==> config.mk <==
export PLATFORM = sky130hd
export DESIGN_NAME = vga_fb_arbiter
export DESIGN_NICKNAME = d
export VERILOG_FILES = /design/src/rtl/vga_fb_arbiter.sv
export SDC_FILE = /design/constraint.sdc
export NUM_CORES = 1
export LEC_CHECK = 0
export CAP_MARGIN = 20
export CORE_AREA = 2 2 75 85
export CTS_CLUSTER_SIZE = 20
export DETAILED_ROUTE_END_ITERATION = 7
export DIE_AREA = 0 0 77 87
export GPL_TIMING_DRIVEN = 0
export PLACE_DENSITY = 0.94
export SETUP_SLACK_MARGIN = 0.2
export SLEW_MARGIN = 20
export SYNTH_ARGS = -nofsm -noshare
export SYNTH_HDL_FRONTEND = slang
export SYNTH_SLANG_ARGS = --single-unit
==> constraint.sdc <==
create_clock -name clk -period 3.5 [get_ports clk]
set_input_delay 0.35 -clock clk [delete_from_list [all_inputs] [get_ports clk]]
set_output_delay 0.35 -clock clk [all_outputs]
set_load 0.02 [all_outputs]
==> src/rtl/vga_fb_arbiter.sv <==
// -----------------------------------------------------------------------------
// vga_fb_arbiter
//
// Shares one single-port framebuffer RAM between the VGA scan-out and two
// write requesters. The VGA timing driver presents the position of the next
// pixel (posX/posY). Every fourth visible column is a display read slot. That
// slot owns the RAM and fetches the 4x4-upscaled framebuffer pixel. All other
// cycles are write slots, which are shared round-robin between w0 and w1. When
// wr_vblank_only is set, write slots exist only during vertical blanking.
//
// Ports
//   clk, rst                  system clock, synchronous active-high reset
//   posX, posY                next pixel position from the VGA timing driver
//   pixel_to_vga              registered pixel toward the VGA driver
//   mem_addr/mem_we/mem_wdata framebuffer RAM control (1-cycle read latency)
//   mem_rdata                 framebuffer RAM read data
//   wN_valid/addr/data/ready  write requesters N = 0, 1 (valid/ready handshake)
//   wr_vblank_only            restrict writes to posY >= 480
//   frame_tick                one-cycle pulse at posX == 0 && posY == 0
//   err_oob                   sticky flag: a write addressed past the buffer
//   wr_count_last             in-range writes accepted during previous frame
// -----------------------------------------------------------------------------
module vga_fb_arbiter #(
    parameter int FB_W   = 160,
    parameter int FB_H   = 120,
    parameter int ADDR_W = 15,
    parameter int PIX_W  = 3
) (
    input  logic              clk,
    input  logic              rst,
    input  logic [10:0]       posX,
    input  logic [10:0]       posY,
    output logic [PIX_W-1:0]  pixel_to_vga,
    output logic [ADDR_W-1:0] mem_addr,
    output logic              mem_we,
    output logic [PIX_W-1:0]  mem_wdata,
    input  logic [PIX_W-1:0]  mem_rdata,
    input  logic              w0_valid,
    input  logic [ADDR_W-1:0] w0_addr,
    input  logic [PIX_W-1:0]  w0_data,
    output logic              w0_ready,
    input  logic              w1_valid,
    input  logic [ADDR_W-1:0] w1_addr,
    input  logic [PIX_W-1:0]  w1_data,
    output logic              w1_ready,
    input  logic              wr_vblank_only,
    output logic              frame_tick,
    output logic              err_oob,
    output logic [15:0]       wr_count_last
);

    localparam int FB_SIZE = FB_W * FB_H;

    // Requesters gathered into vectors so that the grant logic is indexed.
    logic [1:0]              w_valid;
    logic [1:0]              w_ready;
    logic [ADDR_W-1:0]       w_addr [2];
    logic [PIX_W-1:0]        w_data [2];

    assign w_valid   = {w1_valid, w0_valid};
    assign w_addr[0] = w0_addr;
    assign w_addr[1] = w1_addr;
    assign w_data[0] = w0_data;
    assign w_data[1] = w1_data;
    assign w0_ready  = w_ready[0];
    assign w1_ready  = w_ready[1];

    // Registers
    logic [PIX_W-1:0] pix_q,           pix_d;
    logic             disp_q,          disp_d;
    logic             last_grant_q,    last_grant_d;
    logic             err_oob_q,       err_oob_d;
    logic [15:0]      wr_cnt_q,        wr_cnt_d;
    logic [15:0]      wr_count_last_q, wr_count_last_d;

    // Slot classification
    logic        disp;
    logic        wslot;
    logic        sel;          // index of the requester granted in this slot
    logic        xfer;
    logic        xfer_in_range;
    logic [31:0] disp_addr_full;
    logic [15:0] wr_cnt_inc;

    // Visible area is 640x480; every fourth column fetches one framebuffer pixel.
    assign disp  = (posX < 11'd640) && (posY < 11'd480) && (posX[1:0] == 2'b00);
    assign wslot = !rst && !disp && (!wr_vblank_only || (posY >= 11'd480));

    // Full-width address math so that large parameters cannot wrap before
    // the result is narrowed to the RAM address width.
    assign disp_addr_full = 32'(posY >> 2) * 32'(FB_W) + 32'(posX >> 2);

    // Round-robin: on contention the requester that did not win last time goes.
    always_comb begin
        sel = 1'b0;
        if (w_valid == 2'b11) begin
            sel = ~last_grant_q;
        end else if (w_valid[1]) begin
            sel = 1'b1;
        end
    end

    assign xfer          = wslot && (w_valid != 2'b00);
    assign xfer_in_range = xfer && (32'(w_addr[sel]) < 32'(FB_SIZE));

    generate
        for (genvar gi = 0; gi < 2; gi++) begin : g_ready
            assign w_ready[gi] = wslot && w_valid[gi] && (sel == 1'(gi));
        end
    endgenerate

    // RAM port mux: display has priority, then an accepted in-range write.
    always_comb begin
        mem_addr  = '0;
        mem_we    = 1'b0;
        mem_wdata = '0;
        if (disp) begin
            mem_addr = disp_addr_full[ADDR_W-1:0];
        end else if (xfer) begin
            mem_addr  = w_addr[sel];
            mem_wdata = w_data[sel];
            mem_we    = xfer_in_range;
        end
    end

    assign frame_tick = !rst && (posX == 11'd0) && (posY == 11'd0);

    // Saturating count including any write accepted in this cycle.
    assign wr_cnt_inc = (xfer_in_range && (wr_cnt_q != 16'hFFFF)) ? wr_cnt_q + 16'd1
                                                                   : wr_cnt_q;

    always_comb begin
        disp_d          = disp;
        pix_d           = disp_q ? mem_rdata : pix_q;
        last_grant_d    = xfer ? sel : last_grant_q;
        err_oob_d       = err_oob_q || (xfer && !xfer_in_range);
        wr_cnt_d        = wr_cnt_inc;
        wr_count_last_d = wr_count_last_q;
        if (frame_tick) begin
            wr_count_last_d = wr_cnt_inc;
            wr_cnt_d        = {15'd0, xfer_in_range};
        end
    end

    always_ff @(posedge clk) begin
        if (rst) begin
            pix_q           <= '0;
            disp_q          <= 1'b0;
            last_grant_q    <= 1'b1;
            err_oob_q       <= 1'b0;
            wr_cnt_q        <= 16'd0;
            wr_count_last_q <= 16'd0;
        end else begin
            pix_q           <= pix_d;
            disp_q          <= disp_d;
            last_grant_q    <= last_grant_d;
            err_oob_q       <= err_oob_d;
            wr_cnt_q        <= wr_cnt_d;
            wr_count_last_q <= wr_count_last_d;
        end
    end

    assign pixel_to_vga  = pix_q;
    assign err_oob       = err_oob_q;
    assign wr_count_last = wr_count_last_q;

endmodule

==> Word level (Yosys, flattened, before mapping) <==
Cells that the tools add are included.
{ "classes": {"mul": 1, "eq_ne": 2, "mux": 16, "bitwise": 3, "order_cmp": 5, "n_addsub": 2, "reduce_logical": 25} }
{ "ops": {"columns": ["cell", "count"], "rows": [
  ["15-bit two-way mux", 5],
  ["11-bit logical NOT", 2],
  ["16-bit by 1-bit adder with 16-bit output (second input constant)", 1],
  ["16-bit two-way mux", 1],
  ["16-bit != test (second input constant)", 1],
  ["15-bit by 9-bit adder with 15-bit output", 1],
  ["15-bit less-than comparator (second input constant)", 1],
  ["3-bit two-way mux", 5],
  ["1-bit logical AND", 14],
  ["11-bit by 9-bit >= comparator with 1-bit output (second input constant)", 1],
  ["11-bit by 10-bit less-than comparator with 1-bit output (second input constant)", 1],
  ["11-bit by 9-bit less-than comparator with 1-bit output (second input constant)", 1],
  ["9-bit by 3-bit multiplier with 10-bit output (second input constant)", 1],
  ["1-bit two-way mux", 5],
  ["1-bit logical NOT", 4],
  ["2-bit equality test (second input constant)", 1],
  ["2-bit >= comparator (second input constant)", 1],
  ["2-bit logical NOT", 1],
  ["1-bit logical OR", 2],
  ["1-bit inverter", 2],
  ["1-bit inverter with 2-bit output", 1],
  ["2-bit nonzero test", 1],
  ["2-bit OR reduction", 1]
]} }
{ "totals": {"elab_cells": 61, "out_inout_bits": 42, "register_bits": 38, "input_bits": 66} }

==> Longest topological paths before layout <==
{ "logic_depth": {"word_depth": 11, "mapped_depth": 10, "depth_no_buf": 10} }

==> Least setup slack after synthesis <==
OpenSTA, ideal clock, no wires.
{ "synth_path": {"kind": "input -> output", "start": "input port posY[3]", "end": "output port mem_addr[14]", "cell_stages": 10, "path_buffers": 0, "path_slack_ns": 0.655, "required_time_ns": 3.150, "t_arrival_ns": 2.495, "cell_sequence": "ha_1 -> ha_1 -> inv_1 -> fa_1 -> xnor2_1 -> nor2b_1 -> nor3b_1 -> nand4_1 -> xnor2_1 -> o22ai_1"} }
{ "synth_between": {"elab_chain_len": 9, "word_cells_on_any_way": 13} }
{ "synth_lines": {"columns": ["element", "line", "source"], "rows": [
  ["start: declaration", "32", "input logic [10:0] posY,"],
  ["parallel branches: the longest is 8 deep, another holds 15-bit by 9-bit adder with 15-bit output", null, null],
  ["15-bit two-way mux (*)", "117", "if (disp) begin"],
  ["end: declaration", "34", "output logic [ADDR_W-1:0] mem_addr,"]
]} }
Mark *: on every way between the ends.

==> Worst setup path in the final report <==
{ "layout_path": {"start": "input port posX[8]", "end": "output port mem_addr[6]"} }
{ "layout_between": {"elab_chain_len": 9, "word_cells_on_any_way": 10} }
{ "layout_lines": {"columns": ["element", "line", "source"], "rows": [
  ["start: declaration", "31", "input logic [10:0] posX,"],
  ["11-bit by 10-bit less-than comparator with 1-bit output", "86", "assign disp = (posX < 11'd640) && (posY < 11'd480) && (posX[1:0] == 2'b00);"],
  ["1-bit logical AND (2 in series)", "86", null],
  ["1-bit logical NOT", "87", "assign wslot = !rst && !disp && (!wr_vblank_only || (posY >= 11'd480));"],
  ["1-bit logical AND (2 in series)", "87", null],
  ["1-bit logical AND", "103", "assign xfer = wslot && (w_valid != 2'b00);"],
  ["15-bit two-way mux", "119", "end else if (xfer) begin"],
  ["15-bit two-way mux (*)", "117", null]
]} }
Mark *: on every way between the ends. The rest lies on a longest branch, timed or not.

==> results.txt <==
PD cells: 306 nW/um^2
crit share post-route: 90.6%
CP Launch Type: input port
Synth Instances: 341
Initial DRT Pass Iterations: 4
1st-iter DRT viols: 180
overall routing resource usage: 25.5%
first-pass GRT wire length: 13.8 mm
share of Yosys cell area claimed by the top area cell type: 27.9%
Antenna Nets Post-Route: 0
Synth area leaders: dfxtp_1, mux2i_1, ha_1
Worst Path Max Fanout: 10
I/O pin cnt: 108
Logic pwr share: 33.9%
gpl congestion: 0.957
post-synth net total: 427
via count: 3002
Die Span Y: 87 um
Critical Path Sink Type: output pin
layout cells sized above 1: 7.25%
syn_area_per_cell: 8.00 um^2
Hold Path Class: reg -> reg
Initial Utilization: 46.0%
Final nets: 541
Post-DP Area: 3890 um^2
root buffer cell: clkbuf_8
cts bufs inserted: 5
status: finished, final reports clean
die area: 6700 um^2
DP HPWL: 6.72 mm
CP delay by family, top: buffers and inverters
ANT cells: 0
min Tclk post-route: 3.17 ns
Wirelength per Cell: 16.3 um
WS Path Type: in -> out
Seq/Total Area, Yosys: 27.9%
share of total power in the clock network: 30.7%
CP max-delay cell: clkdlybuf4s50_1
htree depth: 2
Final Hold Fails: 0
leakage: 1.51 nW
most frequent cells in the layout: clkdlybuf4s50_1, dfxtp_1, nand2_1
CORE AREA: 5930 um^2
Cell Area, Synth: 2730 um^2
largest net degree at the start of global routing: 12
Max Fclk: 316 MHz
post-route cell area: 4070 um^2
CTS clock-pin slew for the worst setup and hold paths: 0.07 ns
VDD IR max: 242 uV
fillers: 505
vias per cell: 5.61
DRT Wirelength: 8.71 mm
DRC: 0
commonest non-fill, non-tap cell in the layout: clkdlybuf4s50_1
Slew @ Worst Pin: 0.741 ns
cell-internal power: 0.876 mW
Sw Pwr: 0.369 mW
CP peak stage delay: 0.65 ns
Worst EP arrival: 2.82 ns
ys flop type: dfxtp_1
Die X: 77 um
Req. time, crit path: 3.15 ns
#FFs+latches synth: 38
crit-path cells: clkdlybuf4s50_1 -> o21ai_2 -> a2111oi_4 -> nor2_2 -> clkbuf_2 -> clkbuf_2 -> o22ai_1 -> clkdlybuf4s50_1
TritonCTS clock tree: yes
Slew HR: 50.6%
number of cell rows: 30
max-cap viol count: 0
Post-synth ARST share: 0%
initial antenna violation count: 0
RSZ-0062 raised after global routing: no
pre-CTS setup slack: -0.520 ns
sw frac: 29.6%
# setup viols final: 0
YS warnings: 0
IO buf count: 106
Clock Path Buffers: 2
skew final: 0.00402 ns
total grt overflow: 0
number of global-route vias before repair: 2934
post-route setup slack: 0.331 ns
number of library cell types mapped by synthesis: 46
insertion delay to the later sink of the worst-skew pair: 0.29 ns
number of synthesized flops with an enable pin: 0
Max Slew Vio Count: 0
register share of total power: 35.4%
clock sinks: 38
CP bufs+invs: 4
area grow syn2layout: 49.1%
area leader, netlist: dfxtp_1
==> per-layer routing <==
metal  GRT usage [%]  part of all wire (%)
met1            27.5                    39
met2            49.4                    52
met3            6.02                   7.3
met4            7.31                   2.0
met5               0                     0
==> cells by family (layout without fill, tap and decap cells) <==
family	count (synthesis)	in the layout	share of synthesized area, %
mux	24	24	8.80
simple gates	140	140	26.3
buf+inv	25	139	3.53
fa+ha+maj	20	20	9.72
xor+xnor	16	16	5.14
compound gates	78	78	18.6
flops	38	38	27.9
==> cell type report <==
class / instances / area [um^2] / area share [%]
Multi-Input combinational cell: 278 / 1930 / 47.4
Timing Repair Buffer: 107 / 1070 / 26.2
Sequential cell: 38 / 761 / 18.7
Tap cell: 80 / 100 / 2.46
Clock buffer: 6 / 82.6 / 2.03
Buffer: 15 / 61.3 / 1.51
Inverter: 10 / 37.5 / 0.923
Clock inverter: 1 / 30.0 / 0.738
==> repair_timing <==
item,in CTS,in global routing
hold buffers,0,0
setup buffers,0,1
endpoints found under the setup margin,11,8
gates resized for setup,25,12
pin swaps,0,1
==> path summary, 6_finish.rpt <==
path,endpoint,from,cells past startpoint,slack (ns)
worst max-delay path,mem_addr[6],posX[8],8,0.33
worst min-delay path,err_oob$_SDFF_PP0_,err_oob$_SDFF_PP0_,2,0.46
worst max register to register,wr_cnt_q[1]$_SDFF_PP0_,wr_cnt_q[5]$_SDFF_PP0_,9,1.07
worst min register to register,err_oob$_SDFF_PP0_,err_oob$_SDFF_PP0_,2,0.46
==> synthesized netlist by cell type (all sizes together) (7+ instances only) <==
cell / instances
nand4: 8
xnor2: 8
o21ai: 26
ha: 18
clkbuf: 12
o22ai: 11
mux2i: 24
xor2: 8
o31ai: 7
nand2b: 16
inv: 10
nor2: 31
a21oi: 14
dfxtp: 38
nor4: 7
nand2: 36
nand3: 8
==> state kept, by name (all words and copies together) (netlist names) <==
register and flops:
last_grant_q 1, pixel_to_vga 3, wr_cnt_q 16, err_oob 1, wr_count_last 16, disp_q 1
==> worst register-to-register path, delay by kind of cell, from the launching register on <==
kind / cells / cell delay (ns)
flip-flops: 1 / 0.32
buffers and inverters: 3 / 0.70
AND/OR/NAND/NOR: 5 / 1.08
multiplexers: 1 / 0.21
==> per-stage QoR <==
step | util [%] | total power, mW | hold WS, ns | std cells | setup TNS [ns]
6_report | 68.6 | 1.24 | 0.462 | 535 | 0
5_1_grt | 68.6 | 1.30 | 0.488 | 535 | 0
4_1_cts | 67.8 | 1.24 | 0.467 | 534 | 0
3_5_place_dp | 65.6 | 0.844 | 0.443 | 527 | -1.62
3_3_place_gp | 65.6 | 0.831 | 0.441 | 527 | -1.23
2_1_floorplan | - | 0.671 | 0.460 | 341 | 0
==> power groups by stage <==
stage / clock network [mW] / logic (mW) / registers, mW
after floorplan: 0 / 0.219 / 0.451
after global placement: 0 / 0.381 / 0.450
after detailed placement: 0 / 0.394 / 0.451
after CTS: 0.387 / 0.408 / 0.441
after global routing: 0.403 / 0.453 / 0.441
final: 0.382 / 0.422 / 0.441
Power figures use the tool's default switching activity.
==> RTL change (config.mk and constraints unchanged) <==
Register the output `wr_count_last` once more; this adds one clock of latency there. The other outputs are not delayed to match.
--- a/src/rtl/vga_fb_arbiter.sv
+++ b/src/rtl/vga_fb_arbiter.sv
@@ -162,7 +162,9 @@
 
     assign pixel_to_vga  = pix_q;
     assign err_oob       = err_oob_q;
-    assign wr_count_last = wr_count_last_q;
+    always_ff @(posedge clk) begin
+        wr_count_last <= wr_count_last_q;
+    end
 
 endmodule
 
Behaviour: not the same (Yosys sat finds a counterexample within 4 cycles, from zero or initial values and one cycle with rst high).
==> RTL change against the unedited design <==
Area after synthesis is 9.2% higher. Clock skew is 2.6 ps higher. Worst setup slack worse by 95 ps. Critical path type unchanged. Cell area is 7.9% higher. Total power is 19% higher. Die area stayed put. Wire length is 3.1% higher. Sequential cell count is 16 higher.
==> RTL change: results (changes against the unedited design) <==
- Via-to-Cell Ratio: 5.94 (+5.9%)
- Multi-input gate area: 1920 um^2 (-0.71%)
- Post-synthesis net count: 427 (unchanged)
- Slew margin rel.: 0.646 (+0.141)
- Share of cells above drive strength 1: 0.0983 (+0.0257)
- Ant. Diodes: 0 (unchanged)
- Port Buffers: 106 (unchanged)
- # resized after CTS: 24 (-4.0%)
- Clk root buf: clkbuf_8
- Cells after Synth: 341 (unchanged)
- VDD IR max: 0.215 mV (-11%)
- Clock transition at the registers of the reported paths: 100 ps (+30 ps)
- Crit-path max FO: 4 (-6)
- Commonest cells post-synth: dfxtp_1, nor2_1, nand2_1
- Post-CTS setup buffer count: 3 (+3)
- Vias in the first global route: 3116 (+6.2%)
- Final wirelength: 8980 um (+3.1%)
- Synth warn: 0 (unchanged)
- Largest net degree at the start of global routing: 19 (+7)
- Internal power: 1.05 mW (+20%)
- Leakage: 1.73 nW (+14%)
- Async S/R FF share, synth: 0 (unchanged)
- Worst path arrival time: 2910 ps (+90 ps)
- DR iter-0 viols: 329 (+83%)
- Worst path max stage delay: 400 ps (-250 ps)
- Synth unique cells: 51 (+11%)
- CTS Sinks: 54 (+42%)
- Dpl ws: -539 ps (-18.9 ps)
- Top post-synthesis cells by area: dfxtp_1, ha_1, mux2i_1
- Post-DP HPWL: 6520 um (-3.0%)
- Instance area at placement: 4140 um^2 (+6.5%)
- Setup Skew: 6.61 ps (+2.59 ps)
- Crit-path leading delay family: adder cells
- First-pass GRT wire length: 14100 um (+2.3%)
- Placer Congestion: 0.943 (-1.4%)
- WL/cell: 16.7 um (+2.5%)
- CTS H-Tree Depth: 2 (unchanged)
- Clk_lat worst skew: 310 ps (+20 ps)
- Status: completed
- GRT Overall Usage: 0.261 (+0.00606)
- Seq/Total Area, Yosys: 0.363 (+0.0839)
- Fill count: 446 (-12%)
- Critical-path top delay cell: fa_2
[RTL change: cell count changes in the layout (fill, tap and decap cells not counted), moves of 4 or more]
cell,delta
a21o_1,+8
a21oi_1,-6
buf_2,+4
clkbuf_1,-4
dfxtp_1,+16
nand2_1,-6
nand2b_1,-13
nor2_1,+4
nor3b_1,+7
o21ai_0,-7
[RTL change: path summary, 6_finish.rpt]
path                                          start           endpoint  slack (ps)  cells past startpoint
worst max-delay path                        posY[3]       mem_addr[12]         240                     12
worst min-delay path            wr_count_last_q[15]  wr_count_last[15]         350                      0
worst max register to register          wr_cnt_q[6]        wr_cnt_q[1]        1140                      9
worst min register to register  wr_count_last_q[15]  wr_count_last[15]         350                      0
[RTL change: cells by family (layout without fill, tap and decap cells)]
family / after synthesis / in the layout / synth area share
flops: 54 / 54 / 0.363
mux: 22 / 22 / 0.0739
compound gates: 77 / 77 / 0.177
buf+inv: 24 / 141 / 0.0327
xor+xnor: 16 / 16 / 0.0470
fa+ha+maj: 20 / 20 / 0.0890
simple gates: 128 / 128 / 0.218
[RTL change: final cells by class]
type	instances	area share
flip-flops and latches	54	0.246
clock buffers	5	0.0157
repair buffers	109	0.245
clock inverters	3	0.0111
multi-input cells	263	0.436
well taps	80	0.0228
inverters	9	0.00769
plain buffers	15	0.0151
[RTL change: power groups by stage]
stage	clock, mW	combinational (mW)	sequential [mW]
finish	0.425	0.431	0.621
global route	0.453	0.456	0.622
CTS	0.429	0.392	0.621
detailed placement	0	0.369	0.635
global placement	0	0.356	0.635
floorplan	0	0.207	0.636
[RTL change: layer usage]
layer,vias to the layer above,track usage,wire length [um]
met1,1493,0.272,3140
met5,-,0,0
met3,37,0.0477,701
met4,0,0.104,325
li1,1481,-,-
met2,187,0.514,4810
